--- src/rtl/matrix_scan_capture.sv ---
// Rebuilds the 5x7 frame from the multiplexed LED column scan and flags malformed or stuck scans.
// Latency: frame_valid rises SETTLE+3 clocks after column 4 reaches the pins; backpressure: an unacked frame blocks the next one (overrun pulse).
module matrix_scan_capture #(
    parameter bit COL_ACTIVE_LOW = 1'b1,
    parameter bit ROW_ACTIVE_LOW = 1'b1,
    parameter int SETTLE         = 2,
    parameter int TO_W           = 16
) (
    input  logic        clk,
    input  logic        rst_n,
    input  logic [4:0]  col,
    input  logic [6:0]  row,
    output logic [34:0] frame,
    output logic        frame_valid,
    input  logic        frame_ack,
    output logic        scan_err,
    output logic        overrun
);

    typedef enum logic {HUNT, SCAN} state_t;

    localparam logic [3:0]      SETTLE_C = 4'(SETTLE);
    localparam logic [TO_W-1:0] TO_ONE   = {{(TO_W-1){1'b0}}, 1'b1};
    localparam logic [TO_W-1:0] TO_FIRE  = {{(TO_W-1){1'b1}}, 1'b0};

    // Polarity is folded in ahead of the synchronizer so its reset value reads as blanking.
    logic [4:0] colIn;
    logic [6:0] rowIn;
    assign colIn = col ^ {5{COL_ACTIVE_LOW}};
    assign rowIn = row ^ {7{ROW_ACTIVE_LOW}};

    logic [4:0] colMeta, colSync, evtCol;
    logic [6:0] rowMeta, rowSync, evtRow;
    logic [3:0] stabCnt;
    logic       evtVld;

    always_ff @(posedge clk or negedge rst_n) begin
        if (!rst_n) begin
            colMeta <= '0;
            colSync <= '0;
            rowMeta <= '0;
            rowSync <= '0;
            stabCnt <= '0;
            evtVld  <= 1'b0;
            evtCol  <= '0;
            evtRow  <= '0;
        end else begin
            colMeta <= colIn;
            colSync <= colMeta;
            rowMeta <= rowIn;
            rowSync <= rowMeta;
            if (colMeta != colSync) begin
                stabCnt <= '0;
            end else if (stabCnt != SETTLE_C) begin
                stabCnt <= stabCnt + 4'd1;
            end
            // Fires on the clock the counter lands on SETTLE, so once per dwell.
            evtVld <= (colMeta == colSync) && (stabCnt == SETTLE_C - 4'd1);
            evtCol <= colSync;
            evtRow <= rowSync;
        end
    end

    logic       blankCol, multiCol;
    logic [2:0] colIdx;

    always_comb begin
        colIdx = 3'd0;
        for (int i = 0; i < 5; i++) begin
            if (evtCol[i]) colIdx = 3'(i);
        end
    end

    assign blankCol = (evtCol == 5'd0);
    assign multiCol = |(evtCol & (evtCol - 5'd1));

    state_t          state, stateNxt;
    logic [2:0]      expIdx, expNxt;
    logic [TO_W-1:0] toCnt;
    logic [34:0]     asmBuf;
    logic            errNxt, capture, complete;

    always_comb begin
        stateNxt = state;
        expNxt   = expIdx;
        errNxt   = 1'b0;
        capture  = 1'b0;
        complete = 1'b0;
        if (evtVld && !blankCol) begin
            if (multiCol) begin
                errNxt   = 1'b1;
                stateNxt = HUNT;
                expNxt   = 3'd0;
            end else if (state == HUNT) begin
                if (colIdx == 3'd0) begin
                    capture  = 1'b1;
                    expNxt   = 3'd1;
                    stateNxt = SCAN;
                end
            end else if (colIdx == expIdx) begin
                capture = 1'b1;
                if (colIdx == 3'd4) begin
                    complete = 1'b1;
                    expNxt   = 3'd0;
                end else begin
                    expNxt = expIdx + 3'd1;
                end
            end else begin
                errNxt = 1'b1;
                // An out-of-order column 0 is the start of a new frame, not a dead scan.
                if (colIdx == 3'd0) begin
                    capture = 1'b1;
                    expNxt  = 3'd1;
                end else begin
                    stateNxt = HUNT;
                    expNxt   = 3'd0;
                end
            end
        end else if (state == SCAN && toCnt == TO_FIRE) begin
            errNxt   = 1'b1;
            stateNxt = HUNT;
            expNxt   = 3'd0;
        end
    end

    always_ff @(posedge clk or negedge rst_n) begin
        if (!rst_n) begin
            state  <= HUNT;
            expIdx <= 3'd0;
            toCnt  <= '0;
            asmBuf <= '0;
        end else begin
            state  <= stateNxt;
            expIdx <= expNxt;
            toCnt  <= (capture || stateNxt == HUNT) ? '0 : toCnt + TO_ONE;
            for (int k = 0; k < 5; k++) begin
                if (capture && colIdx == 3'(k)) asmBuf[7*k +: 7] <= evtRow;
            end
        end
    end

    always_ff @(posedge clk or negedge rst_n) begin
        if (!rst_n) begin
            frame       <= '0;
            frame_valid <= 1'b0;
            scan_err    <= 1'b0;
            overrun     <= 1'b0;
        end else begin
            scan_err <= errNxt;
            overrun  <= 1'b0;
            if (complete) begin
                // Column 4 rows come straight from the event; the slot write lands this same clock.
                if (!frame_valid || frame_ack) begin
                    frame       <= {evtRow, asmBuf[27:0]};
                    frame_valid <= 1'b1;
                end else begin
                    overrun <= 1'b1;
                end
            end else if (frame_ack && frame_valid) begin
                frame_valid <= 1'b0;
            end
        end
    end

endmodule
--- config.mk ---
export PLATFORM = sky130hd
export DESIGN_NAME = matrix_scan_capture
export DESIGN_NICKNAME = d
export VERILOG_FILES = /design/src/rtl/matrix_scan_capture.sv
export SDC_FILE = /design/constraint.sdc
export NUM_CORES = 1
export LEC_CHECK = 0
export BUFFER_PORTS_ARGS = -buffer_cell sky130_fd_sc_hd__buf_2
export CORE_MARGIN = 1.5
export CORE_UTILIZATION = 55
export CTS_BUF_LIST = sky130_fd_sc_hd__clkbuf_4 sky130_fd_sc_hd__clkbuf_8
export DETAILED_ROUTE_END_ITERATION = 7
export PLACE_DENSITY = 0.75
export SETUP_SLACK_MARGIN = 0.1
export SYNTH_ARGS = -nofsm -noshare
export SYNTH_HDL_FRONTEND = slang
export SYNTH_SLANG_ARGS = --single-unit
--- constraint.sdc ---
create_clock -name clk -period 5.2 [get_ports clk]
set_clock_uncertainty 0.05 [all_clocks]
set_input_delay 0.26 -clock clk [delete_from_list [all_inputs] [get_ports clk]]
set_output_delay 0.26 -clock clk [all_outputs]
set_load 0.03 [all_outputs]
# After elaboration in Yosys (flattened, before gate mapping)
# Cells that the tools add are included.
[totals]
output_inout_bits = 38
word_cells = 97
input_bits = 15
register_bits = 127
[classes]
bitwise_logic = 4
addsub = 4
eq_ne = 12
mux = 37
reduce_logical = 21
[ops]
columns = ["operator", "n"]
rows = [
  ["2-to-1 mux 3 bit", 9],
  ["2-to-1 mux 1 bit", 24],
  ["adder 16 x 1 -> 16 bit, second input constant", 1],
  ["equality test 16 bit, second input constant", 1],
  ["2-to-1 mux 16 bit", 1],
  ["logical AND 1 bit", 8],
  ["2-to-1 mux 4 bit", 2],
  ["NOT 7 bit", 1],
  ["equality test 3 x 2 -> 1 bit, second input constant", 2],
  ["AND reduction 2 bit", 3],
  ["nonzero test 2 bit", 3],
  ["bitwise AND 5 bit", 1],
  ["equality test 5 bit", 1],
  ["zero test 5 bit", 1],
  ["!= test 5 bit", 1],
  ["NOT 5 bit", 1],
  ["OR reduction 5 bit", 1],
  ["subtractor 5 x 1 -> 5 bit, second input constant", 1],
  ["adder 4 x 1 -> 4 bit, second input constant", 1],
  ["equality test 4 x 1 -> 1 bit, second input constant", 1],
  ["!= test 4 x 2 -> 1 bit, second input constant", 1],
  ["!= test 4 x 3 -> 1 bit, second input constant", 1],
  ["adder 3 x 1 -> 3 bit, second input constant", 1],
  ["equality test 3 x 1 -> 1 bit, second input constant", 1],
  ["8 further kinds", 10],
]

# Logic depth before layout (Yosys ltp)
[logic_depth]
depth_word = 13
ltp_mapped = 8
depth_no_buf = 7

# Worst setup path after synthesis
# OpenSTA, ideal clock, no wires.
[synth_path]
kind = "register to register"
startpoint = "reg evtCol[2]"
endpoint = "reg frame[0]"
t_arrival_ps = 1905
setup_ps = 125
path_stages_with_launch = 8
path_buffers = 2
required_time_ps = 5025
synth_period_minus_slack_ps = 2080
path_slack_ps = 3120
cell_sequence = "dfrtp_1 buf_4 nor3_1 a31oi_1 o311ai_4 nand4_4 buf_6 mux2_4"
[synth_between]
elab_chain_cells = 10
word_cells_on_any_way = 17
classes_between = "add/sub (1); eq/ne (2); mux (8); bitwise (1); reduce/logical (5)"
[synth_rtl]
columns = ["element", "line", "source"]
rows = [
  ["start: declaration", "32", "logic [4:0] colMeta, colSync, evtCol;"],
  ["start signal: assignment", "59", "evtCol <= colSync;"],
  ["2-to-1 mux 2 bit", "70", "if (evtCol[i]) colIdx = 3'(i);"],
  ["2-to-1 mux 3 bit (2 in series)", "70", ""],
  ["equality test 3 bit", "--", ""],
  ["2-to-1 mux 1 bit", "102", "if (colIdx == 3'd4) begin"],
  ["2-to-1 mux 1 bit", "100", "end else if (colIdx == expIdx) begin"],
  ["2-to-1 mux 1 bit", "94", "end else if (state == HUNT) begin"],
  ["2-to-1 mux 1 bit", "90", "if (multiCol) begin"],
  ["2-to-1 mux 1 bit (*)", "89", "if (evtVld && !blankCol) begin"],
  ["AND reduction 2 bit (no line) (*)", "--", ""],
  ["end signal: assignment", "154", "frame <= {evtRow, asmBuf[27:0]};"],
  ["end: declaration", "13", "output logic [34:0] frame,"],
]
# Every way passes the cells marked *; elsewhere a longest branch is shown, timed or not.
# A chain may end at the register's enable or synchronous reset.

# Worst setup path in the final report
[layout_path]
startpoint = "reg evtCol[4]"
endpoint = "reg frame[31]"
[layout_between]
elab_chain_cells = 8
word_cells_on_any_way = 15
classes_between = "add/sub (1); eq/ne (2); mux (6); bitwise (1); reduce/logical (5)"
[layout_rtl]
columns = ["element", "line"]
rows = [
  ["branches (longest 6 deep; another with subtractor 5 x 1 -> 5 bit)", "--"],
  ["2-to-1 mux 1 bit (*)", "89"],
  ["AND reduction 2 bit (no line) (*)", "--"],
]
# Mark *: on every way between the ends.

==> flow_summary_export.csv <==
group,metric,value,unit
worst_hold_path,hold_class,"in2reg",
timing,worstMarginPinSlew,991,ps
detailed_routing,dr.pass1.iters,4,
placed_design,place_hpwl,5720,µm
synthesis,synth_edf_count,0,
final_layout,stdcell_count,564,
power,p_per_area,320,nW/µm²
final_layout,drive_gt1_frac,0.340,
power,clockPowerShare,0.443,
critical_path,crit_fanout,35,
floorplanning,ios,53,
clock_network,clkLatencyLatePin,410,ps
critical_path,end_kind,"register",
critical_path,crit_cells,5,
detailed_routing,drt-total-wl,8610,µm
critical_path,slowest_delay,760,ps
placed_design,io_buffers,52,
clock_network,cts.sinks,127,
synthesis,synthesis.instances,368,
synthesis,ys_ff_latch,127,
timing,rsz0062_at_grt,"no",
timing,finalHoldViolations,0,
synthesis,yosysWarnings,0,
floorplanning,design.core.area,8850,µm²
critical_path,crit_chain,"inv_1 > a31oi_1 > o311ai_4 > nand4_4 > mux2_4",
worst_hold_path,hold_depth,3,
placed_design,dp.cells,520,
timing,finalSetupTns,0,ps
final_layout,n_antenna_cell,0,
clock_network,cts_buffers,17,
clock_network,htreeDepth,4,
global_routing,first_global_vias,3038,
critical_path,worst-setup-path-type,"reg2reg",
global_routing,track_usage,0.191,
detailed_routing,drt_iter0_markers,99,
power,swShare,0.232,
timing,fmax,352,MHz
synthesis,synthFlopType,"dfrtp_1",
power,intPower,1.47,mW
clock_network,postCtsSetupBuffers,0,
critical_path,ff2ff_path_depth,5,
timing,finalSetupViolations,0,
synthesis,yosys.area.top_type,"dfrtp_1",
final_layout,final_nets,465,
synthesis,synth_top_cell_area_share,0.622,
floorplanning,die_w,99.4,µm
global_routing,grt-ovfl-total,0,
placed_design,gp_congestion,0.844,
global_routing,grt_pass1_wl,14500,µm
detailed_routing,ant_nets,0,
global_routing,grt_max_degree,82,
critical_path,crit_required,5440,ps
clock_network,cts_tree,"done",
timing,fin_crit,2840,ps
critical_path,cp.arrival,3080,ps
critical_path,cp_top_family,"simple AND/OR/NAND/NOR gates",
critical_path,slowest_stage,"nand4_4",
synthesis,synth.distinct_cells,40,
power,p_sw,0.444,mW
outcome,status,"completed",
power,vdd_ir_drop_max,253,µV
detailed_routing,wl_per_cell,15.3,µm
timing,slew_headroom,0.339,
critical_path,critPathLaunchType,"register",
synthesis,avgSynthCellArea,13.9,µm²
timing,finalCritPeriodShare,0.546,
final_layout,multi_input_area,1780,µm²
power,comb_power_share,0.026,
synthesis,ys_async_sr_fraction,1.00,
detailed_routing,vias,2976,
clock_network,cts_buffer_depth,2,
timing,timing.hold.ws,133,ps
detailed_routing,viasPerCell,5.28,
power,p_seq_frac,0.531,
final_layout,final_util,0.676,
synthesis,syn-num-nets,389,
floorplanning,die_area,9870,µm²
power,leakagePower,3.03,nW
final_layout,final_common_cell,"dfrtp_1",
clock_network,cts.clk_slew.worst_paths,70,ps
final_layout,area_growth,17.1,%
global_routing,antenna_found_initial,0,
synthesis,netlist_top_cells_area,"dfrtp_1 62%, mux2_4 8.8%, mux2_2 7.5%, xor2_1 2.2%, nor2_1 2.2%",
synthesis,synthesis.area,5110,µm²
clock_network,cts_resized,0,
clock_network,cts_root_buf,"clkbuf_8",
synthesis,seq_area_frac_synth,0.622,
detailed_routing,drc_errors,0,
final_layout,seq_area,3180,µm²
final_layout,fill_cells,626,
critical_path,cp_num_buf_inv,1,
floorplanning,start_util,0.577,
floorplanning,rows,34,
final_layout,most-common-layout-cells,"127 x dfrtp_1, 51 x buf_2, 34 x mux2_2",
job,maxCapViolCount,0,
floorplanning,die_h,99.4,µm
timing,slew_violations,0,
-- power by group through the flow --
stage               Combinational [mW]  Sequential (mW)  Clock, mW
floorplan                       0.0204             1.03          0
global placement                0.0426             1.03          0
detailed placement              0.0432             1.04          0
CTS                             0.0507             1.02      0.869
global route                    0.0579             1.02      0.906
finish                          0.0495             1.02      0.847
-- tightest hold or removal path, delay by kind of cell --
kind                   cells  cell delay [ps]
AND/OR/NAND/NOR            2              200
buffers and inverters      1               90
-- synthesized netlist by cell type, types with 6 or more instances --
cell type	n
nor3_1	8
nand4_1	6
mux2_2	34
dfrtp_1	127
xor2_1	13
ha_1	6
inv_1	22
nand2_1	13
xnor2_1	10
nor2_1	30
nand3_1	12
a21oi_1	7
mux2_4	30
-- worst paths after layout --
path / startpoint / slack [ps] / to
max: evtCol[4]$_DFF_PN0_ / 2360 / frame[31]$_DFFE_PN0P_
min: frame_ack / 130 / overrun$_DFF_PN0_
max reg2reg: evtCol[4]$_DFF_PN0_ / 2360 / frame[31]$_DFFE_PN0P_
min reg2reg: rowSync[5]$_DFF_PN0_ / 300 / evtRow[5]$_DFF_PN0_
max in group asynchronous: rst_n / 3480 / overrun$_DFF_PN0_
min in group asynchronous: rst_n / 500 / asmBuf[27]$_DFFE_PN0P_
-- metal layers --
| layer | vias up | routed length, µm | global-route usage |
|---|---|---|---|
| met5 | - | 0 | 0 |
| met4 | 0 | 74 | 0.0672 |
| li1 | 1423 | - | - |
| met3 | 6 | 296 | 0.0506 |
| met1 | 1484 | 3760 | 0.233 |
| met2 | 63 | 4480 | 0.331 |
-- kinds of logic (layout without fill, tap and decap cells) --
| group | Yosys count | count (layout) | synth area share |
|---|---|---|---|
| xor gates and xnor gates | 23 | 23 | 0.0395 |
| and+or+nand+nor | 91 | 91 | 0.0946 |
| adders and majority gates | 6 | 6 | 0.0147 |
| AOI/OAI and AO/OA | 26 | 26 | 0.0365 |
| buffers and inverters | 31 | 119 | 0.0292 |
| DFF | 127 | 127 | 0.622 |
| muxes | 64 | 64 | 0.163 |
-- state kept, by name, summed over array words and instances, names as in the netlist --
register and cells:
state 1, rowSync 7, expIdx 3, overrun 1, scan_err 1, stabCnt 4
rowMeta 7, asmBuf 28, colSync 5, evtVld 1, toCnt 16, colMeta 5
evtRow 7, frame 35, evtCol 5, frame_valid 1
-- per-stage QoR --
| step | power (mW) | cell area, µm² | worst slack, ps |
|---|---|---|---|
| after floorplan | 1.05 | 5110 | 3120 |
| after global placement | 1.08 | 5450 | 2430 |
| after detailed placement | 1.08 | 5450 | 2390 |
| after CTS | 1.94 | 5980 | 2390 |
| after global routing | 1.98 | 5980 | 2260 |
| final | 1.91 | 5980 | 2360 |
-- layout make-up --
type | count | share of cell area
clock buffer | 18 | 0.0414
clock inverter | 13 | 0.0260
inverter | 22 | 0.0138
multi-input combinational | 210 | 0.298
sequential | 127 | 0.532
tap | 108 | 0.0226
timing repair buffer | 66 | 0.0670
-- what timing repair did --
item                       in CTS  in global routing
hold endpoints to repair       68                  0
setup endpoints to repair       0                  0
hold buffers                   13                  0
Note: power is estimated with default switching activity, not from simulation.
